File: src/rtl/risc_dmem_arbiter.sv
// Round-robin arbiter and IDLE/ACCESS/DONE sequencer sharing the 16 x 8 data memory
// between the CPU load/store stage (A) and the DMA/debug port (B).
module risc_dmem_arbiter #(
  parameter int unsigned ADDR_W = 4,
  parameter int unsigned DATA_W = 8
) (
  input  logic              clk,
  input  logic              reset_n,
  input  logic              a_req,
  input  logic              a_rdwr,
  input  logic [ADDR_W-1:0] a_addr,
  input  logic [DATA_W-1:0] a_wdata,
  output logic              a_ack,
  output logic [DATA_W-1:0] a_rdata,
  output logic              a_grant,
  input  logic              b_req,
  input  logic              b_rdwr,
  input  logic [ADDR_W-1:0] b_addr,
  input  logic [DATA_W-1:0] b_wdata,
  output logic              b_ack,
  output logic [DATA_W-1:0] b_rdata,
  output logic              b_grant,
  output logic              dmenbl,
  output logic [ADDR_W-1:0] dmaddr,
  output logic [DATA_W-1:0] dmdatain,
  output logic              rdwr,
  input  logic [DATA_W-1:0] dmdataout
);

  typedef enum logic [1:0] {StIdle, StAccess, StDone} state_e;

  state_e            r_state;
  logic              r_last_b;
  logic              r_a_ack;
  logic              r_b_ack;
  logic              r_a_grant;
  logic              r_b_grant;
  logic [DATA_W-1:0] r_a_rdata;
  logic [DATA_W-1:0] r_b_rdata;
  logic              r_dmenbl;
  logic              r_rdwr;
  logic [ADDR_W-1:0] r_dmaddr;
  logic [DATA_W-1:0] r_dmdatain;
  logic              w_win_b;

  // B wins when alone, or on a tie when A was granted last.
  assign w_win_b = b_req & (~a_req | ~r_last_b);

  always_ff @(posedge clk or negedge reset_n) begin
    if (!reset_n) begin
      r_state    <= StIdle;
      r_last_b   <= 1'b1;
      r_a_ack    <= 1'b0;
      r_b_ack    <= 1'b0;
      r_a_grant  <= 1'b0;
      r_b_grant  <= 1'b0;
      r_a_rdata  <= '0;
      r_b_rdata  <= '0;
      r_dmenbl   <= 1'b0;
      r_rdwr     <= 1'b1;
      r_dmaddr   <= '0;
      r_dmdatain <= '0;
    end else begin
      unique case (r_state)
        StIdle: begin
          if (a_req || b_req) begin
            r_last_b   <= w_win_b;
            r_a_grant  <= ~w_win_b;
            r_b_grant  <= w_win_b;
            r_dmaddr   <= w_win_b ? b_addr  : a_addr;
            r_dmdatain <= w_win_b ? b_wdata : a_wdata;
            r_rdwr     <= w_win_b ? b_rdwr  : a_rdwr;
            r_dmenbl   <= 1'b1;
            r_state    <= StAccess;
          end
        end
        StAccess: begin
          if (r_rdwr) begin
            if (r_b_grant) r_b_rdata <= dmdataout;
            else           r_a_rdata <= dmdataout;
          end
          // Return to read direction so the level-sensitive write strobe closes.
          r_rdwr   <= 1'b1;
          r_dmenbl <= 1'b0;
          r_a_ack  <= r_a_grant;
          r_b_ack  <= r_b_grant;
          r_state  <= StDone;
        end
        StDone: begin
          r_a_ack   <= 1'b0;
          r_b_ack   <= 1'b0;
          r_a_grant <= 1'b0;
          r_b_grant <= 1'b0;
          r_state   <= StIdle;
        end
        default: r_state <= StIdle;
      endcase
    end
  end

  assign a_ack    = r_a_ack;
  assign b_ack    = r_b_ack;
  assign a_grant  = r_a_grant;
  assign b_grant  = r_b_grant;
  assign a_rdata  = r_a_rdata;
  assign b_rdata  = r_b_rdata;
  assign dmenbl   = r_dmenbl;
  assign rdwr     = r_rdwr;
  assign dmaddr   = r_dmaddr;
  assign dmdatain = r_dmdatain;

endmodule
File: config.mk
export PLATFORM = sky130hd
export DESIGN_NAME = risc_dmem_arbiter
export DESIGN_NICKNAME = d
export VERILOG_FILES = /design/src/rtl/risc_dmem_arbiter.sv
export SDC_FILE = /design/constraint.sdc
export NUM_CORES = 1
export LEC_CHECK = 0
export BUFFER_PORTS_ARGS = -buffer_cell sky130_fd_sc_hd__buf_2
export CORE_ASPECT_RATIO = 0.6
export CORE_MARGIN = 2
export CORE_UTILIZATION = 40
export CTS_CLUSTER_SIZE = 16
export DETAILED_ROUTE_END_ITERATION = 16
export PLACE_DENSITY = 0.69
export SYNTH_ARGS = -nofsm -noshare
export SYNTH_HDL_FRONTEND = slang
export SYNTH_SLANG_ARGS = --single-unit
File: constraint.sdc
create_clock -name clk -period 2 [get_ports clk]
set_input_delay 0.2 -clock clk [delete_from_list [all_inputs] [get_ports clk]]
set_output_delay 0.2 -clock clk [all_outputs]
set_load 0.05 [all_outputs]
After elaboration in Yosys (flattened, before gate mapping)
Index checks and enable logic that the tools add are counted.
{"block": "classes", "add_sub_neg": 0, "multipliers": 0, "div": 0, "magnitude_cmp": 0, "eq_ne": 3, "shift": 0, "n_mux": 15, "n_bitwise": 6, "reduce_logical": 10}
{"cell": "$pmux W1 S2", "count": 6}
{"cell": "$mux W8", "count": 1}
{"cell": "$reduce_and A2 Y1", "count": 3}
{"cell": "$reduce_and A3 Y1", "count": 2}
{"cell": "$reduce_bool A2 Y1", "count": 3}
{"cell": "$mux W1", "count": 5}
{"cell": "$mux W4", "count": 1}
{"cell": "$not A1 Y1", "count": 4}
{"cell": "$pmux W2 S2", "count": 1}
{"cell": "$eq A2 B1 Y1 const B", "count": 1}
{"cell": "$eq A2 B2 Y1 const B", "count": 1}
{"cell": "$logic_not A2 Y1", "count": 1}
{"cell": "$mux W2", "count": 1}
{"cell": "$ne A2 B2 Y1 const B", "count": 1}
{"cell": "$and A1 B1 Y1", "count": 1}
{"cell": "$logic_or A1 B1 Y1", "count": 1}
{"cell": "$or A1 B1 Y1", "count": 1}
{"block": "word_totals", "ff_bits": 37, "latch_bits": 0, "ram_bits": 0, "romBits": 0, "inputBits": 38, "out_inout_bits": 34, "word_cells": 46, "memories": 0}

Longest topological paths before layout
{"block": "logic_depth", "word_depth": 6, "mapped_depth": 7, "depth_no_buf": 5}

Least setup slack after synthesis
Ideal clock, no wire load.
{"block": "synth_timing", "kind": "reg-to-reg", "from": "register r_b_grant (netlist: b_grant)", "to": "register r_a_rdata[0] (netlist: a_rdata[0])", "setup_ps": 125, "t_arrival_ps": 1295, "required_ps": 1875, "path_slack_ps": 581, "path_stages_with_launch": 3, "path_buffers": 0, "synth_period_minus_slack_ps": 1419, "path_cell_list": "dfrtp_1 -> nand3b_2 -> mux2_2"}
{"block": "synth_via", "elab_chain_cells": 2}
{"item": "start: declaration", "line_no": "37", "source": "logic r_b_grant;"}
{"item": "start signal: assignment", "line_no": "69", "source": "r_b_grant <= w_win_b;"}
{"item": "$not A1 Y1 (no line)"}
{"item": "$reduce_and A3 Y1 (no line)"}
{"item": "end signal: assignment", "line_no": "80", "source": "else r_a_rdata <= dmdataout;"}
{"item": "end: declaration", "line_no": "38", "source": "logic [DATA_W-1:0] r_a_rdata;"}
Every way passes these cells.
A chain may end at the register's enable or synchronous reset.

Worst setup path in the final report
{"block": "layout_timing", "from": "register r_state[1]", "to": "register r_dmaddr[2] (netlist: dmaddr[2])"}
{"block": "layout_via", "elab_chain_cells": 2}
{"item": "start: declaration", "line_no": "32", "source": "state_e r_state;"}
{"item": "start signal: assignment", "line_no": "51", "source": "r_state <= StIdle;"}
{"item": "start signal: assignment", "line_no": "74", "source": "r_state <= StAccess;"}
{"item": "start signal: assignment", "line_no": "87", "source": "r_state <= StDone;"}
{"item": "$logic_not A2 Y1", "line_no": "64", "source": "unique case (r_state)"}
{"item": "$reduce_and A2 Y1 (no line)"}
{"item": "end signal: assignment", "line_no": "70", "source": "r_dmaddr <= w_win_b ? b_addr : a_addr;"}
{"item": "end: declaration", "line_no": "42", "source": "logic [ADDR_W-1:0] r_dmaddr;"}
Every way passes these cells.

==> flow_summary_export.csv <==
group,metric,value,unit
logic_synthesis,yosys.cell_types.count,29,
floorplan,placementRows,18,
finish,final_nets,261,
clocking,cts_max_level,2,
finish,fin_cells,280,
finish,final_cell_mix,"buf_2 (71), dfrtp_1 (35), a21oi_1 (29)",
floorplan,start_util,0.4138,
finish,antenna_cells,0,
routing,routedWlPerCell,12.45,µm
routing,finalWirelength,3487,µm
grt,grt_start_max_net_pins,38,
logic_synthesis,synth_edf_count,0,
clocking,numCtsBuffers,5,
clocking,clk_pin_slew,70,ps
logic_synthesis,synthCells,148,
setup_path,timing.rr.start,"r_state[1]$_DFFE_PN0P_",
routing,route.antenna.remaining_nets,0,
job,drv_cap,0,
timing,period_share,0.8158,
floorplan,io_pins,72,
setup_path,path_max_fanout,12,
logic_synthesis,yosys_most_used_dff,"dfrtp_1",
clocking,cts_tree,"yes",
setup_path,regToRegEndpoint,"dmaddr[2]$_DFFE_PN0P_",
setup_path,end_kind,"register",
clocking,clock_latency,280,ps
timing,finalMaxSlewViolations,0,
grt,overflow,0,
timing,fmax,612.9,MHz
clocking,postCtsHoldBufs,0,
grt,use_met2,0.2374,
clocking,post_cts_buffers,0,
routing,viasPerCell,4.650,
place,dp_cells,272,
place,port_buffers,71,
timing,rsz0062_at_grt,"no",
finish,layout-drive-gt1-share,0.4773,
timing,timing.hold.ws,-9.289,ps
finish,syn_to_final_growth,26.63,%
grt,grt_pass1_vias,1250,
place,gp_congestion,0.7537,
floorplan,die_h,54.30,µm
clocking,numClockSinks,37,
routing,drt_iter0_drc,44,
timing,slew-limit-headroom,0.4888,
timing,setup_viol,0,
setup_path,crit_type,"reg2reg",
setup_path,cp_slowest_stage_delay,450,ps
finish,fill_cells,381,
logic_synthesis,synth-seq-cells,37,
setup_path,critPathArrivalTime,1840,ps
grt,gr-max-usage-layer,"met2",
setup_path,crit_required,2200,ps
setup_path,crit_chain,"inv_1 -> ha_1 -> o21a_1 -> nor2_1 -> a21oi_1",
clocking,cts_root_buf,"clkbuf_8",
timing,post-route-min-period,1632,ps
outcome,status,"finished with violations",
finish,final_common_cell,"buf_2",
logic_synthesis,yosysWarnings,0,
grt,antenna_found_initial,0,
logic_synthesis,synth.cell_area,1687,µm²
place,place_hpwl,2619,µm
logic_synthesis,syn_nets,190,
timing,hold_viol,12,
place,placed_area,2056,µm²
routing,firstDrtPassIters,4,
timing,setup_tns,0,ps
logic_synthesis,avgSynthCellArea,11.40,µm²
setup_path,ff2ff_setup_slack,370,ps
grt,grt_pass1_wl,5478,µm
logic_synthesis,ys_seq_area_frac,0.5504,
setup_path,r2r_cells,5,
grt,grt.total_usage,0.1569,
timing,clock_skew,5.523,ps
timing,tightest_slew,766.8,ps
grt,use_met1,0.1944,
routing,drc_errors,0,
floorplan,die_w,87.83,µm
setup_path,cp-start-kind,"register",
outcome,violations,"negative hold slack",
floorplan,fp.dieArea,4769,µm²
logic_synthesis,synth-async-reset-ratio,1.000,
grt,gr-usage-met3,0.07843,
floorplan,core-area,4076,µm²
finish,fin_area,2136,µm²
setup_path,cp_slowest_cell,"o21a_1",
min_path,hold_path.class,"in2async",
clocking,cts_max_path_buffers,2,
routing,via_count,1302,
clocking,cts_resized,0,
[flip-flops by register name, summed over array words and instances, names as in the netlist]
| signal | flops |
|---|---|
| a_grant | 1 |
| dmenbl | 1 |
| rdwr | 1 |
| b_rdata | 8 |
| dmaddr | 4 |
| b_ack | 1 |
| r_last_b | 1 |
| b_grant | 1 |
| dmdatain | 8 |
| r_state | 2 |
| a_ack | 1 |
| a_rdata | 8 |
[critical path: cells and delay by family, from the launching register on]
kind | cells | cell delay [ps]
AOI/OAI and AO/OA | 2 | 590
adders and majority gates | 1 | 370
buffers and inverters | 1 | 120
DFF | 1 | 390
and+or+nand+nor | 1 | 70
[how the worst max path moves through the flow]
stage / from / to / cells after the start
after floorplan: b_grant$_DFFE_PN0P_ / a_rdata[0]$_DFFE_PN0P_ / 2
after global placement: r_state[0]$_DFFE_PN0P_ / r_state[1]$_DFFE_PN0P_ / 5
after detailed placement: r_state[1]$_DFFE_PN0P_ / dmaddr[2]$_DFFE_PN0P_ / 5
after CTS: r_state[1]$_DFFE_PN0P_ / r_state[1]$_DFFE_PN0P_ / 5
after global routing: r_state[1]$_DFFE_PN0P_ / dmdatain[2]$_DFFE_PN0P_ / 5
final: r_state[1]$_DFFE_PN0P_ / dmaddr[2]$_DFFE_PN0P_ / 5
[through the flow]
step                      utilization  hold slack [ps]  worst slack, ps
after CTS                      0.5239            33.70            371.2
after detailed placement       0.5043            338.0            381.5
final                          0.5239           -9.289            368.3
after global placement         0.5043            336.3            456.2
after global routing           0.5239            68.35            229.3
after floorplan                     -           -95.59            580.8
[per-layer routing]
layer / part of all wire / wire length (µm)
met1: 0.45 / 1585
met4: 0.014 / 48
met2: 0.43 / 1494
met5: 0 / 0
met3: 0.10 / 358
[cells by family after synthesis]
logic type | synth area share
AO/OA/AOI/OAI | 0.1491
adder cells (fa/ha/maj) | 0.02967
buffers and inverters | 0.04302
flip-flops | 0.5504
multiplexers | 0.1202
AND/OR/NAND/NOR | 0.1076
[cell usage after synthesis, drive strengths merged (2+ instances only)]
| master | count | area, µm² |
|---|---|---|
| a21oi | 29 | 145.1 |
| buf | 7 | 61.30 |
| dfrtp | 35 | 875.8 |
| dfstp | 2 | 52.55 |
| ha | 4 | 50.05 |
| inv | 3 | 11.26 |
| mux2 | 18 | 202.7 |
| nand2 | 15 | 58.81 |
| nand2b | 3 | 18.77 |
| nor2 | 14 | 52.55 |
| nor2b | 2 | 12.51 |
| o21ai | 4 | 23.77 |
[layout make-up]
| cell class | instances | area, µm² | area share |
|---|---|---|---|
| Clock buffer | 8 | 80.08 | 0.03749 |
| Multi-Input combinational cell | 101 | 685.7 | 0.3210 |
| Timing Repair Buffer | 71 | 355.3 | 0.1664 |
| Inverter | 3 | 11.26 | 0.005272 |
| Tap cell | 60 | 75.07 | 0.03515 |
| Sequential cell | 37 | 928.4 | 0.4347 |
Power is not shown: default switching activity piles up to over one toggle a cycle in this logic, so the estimate is an artifact.
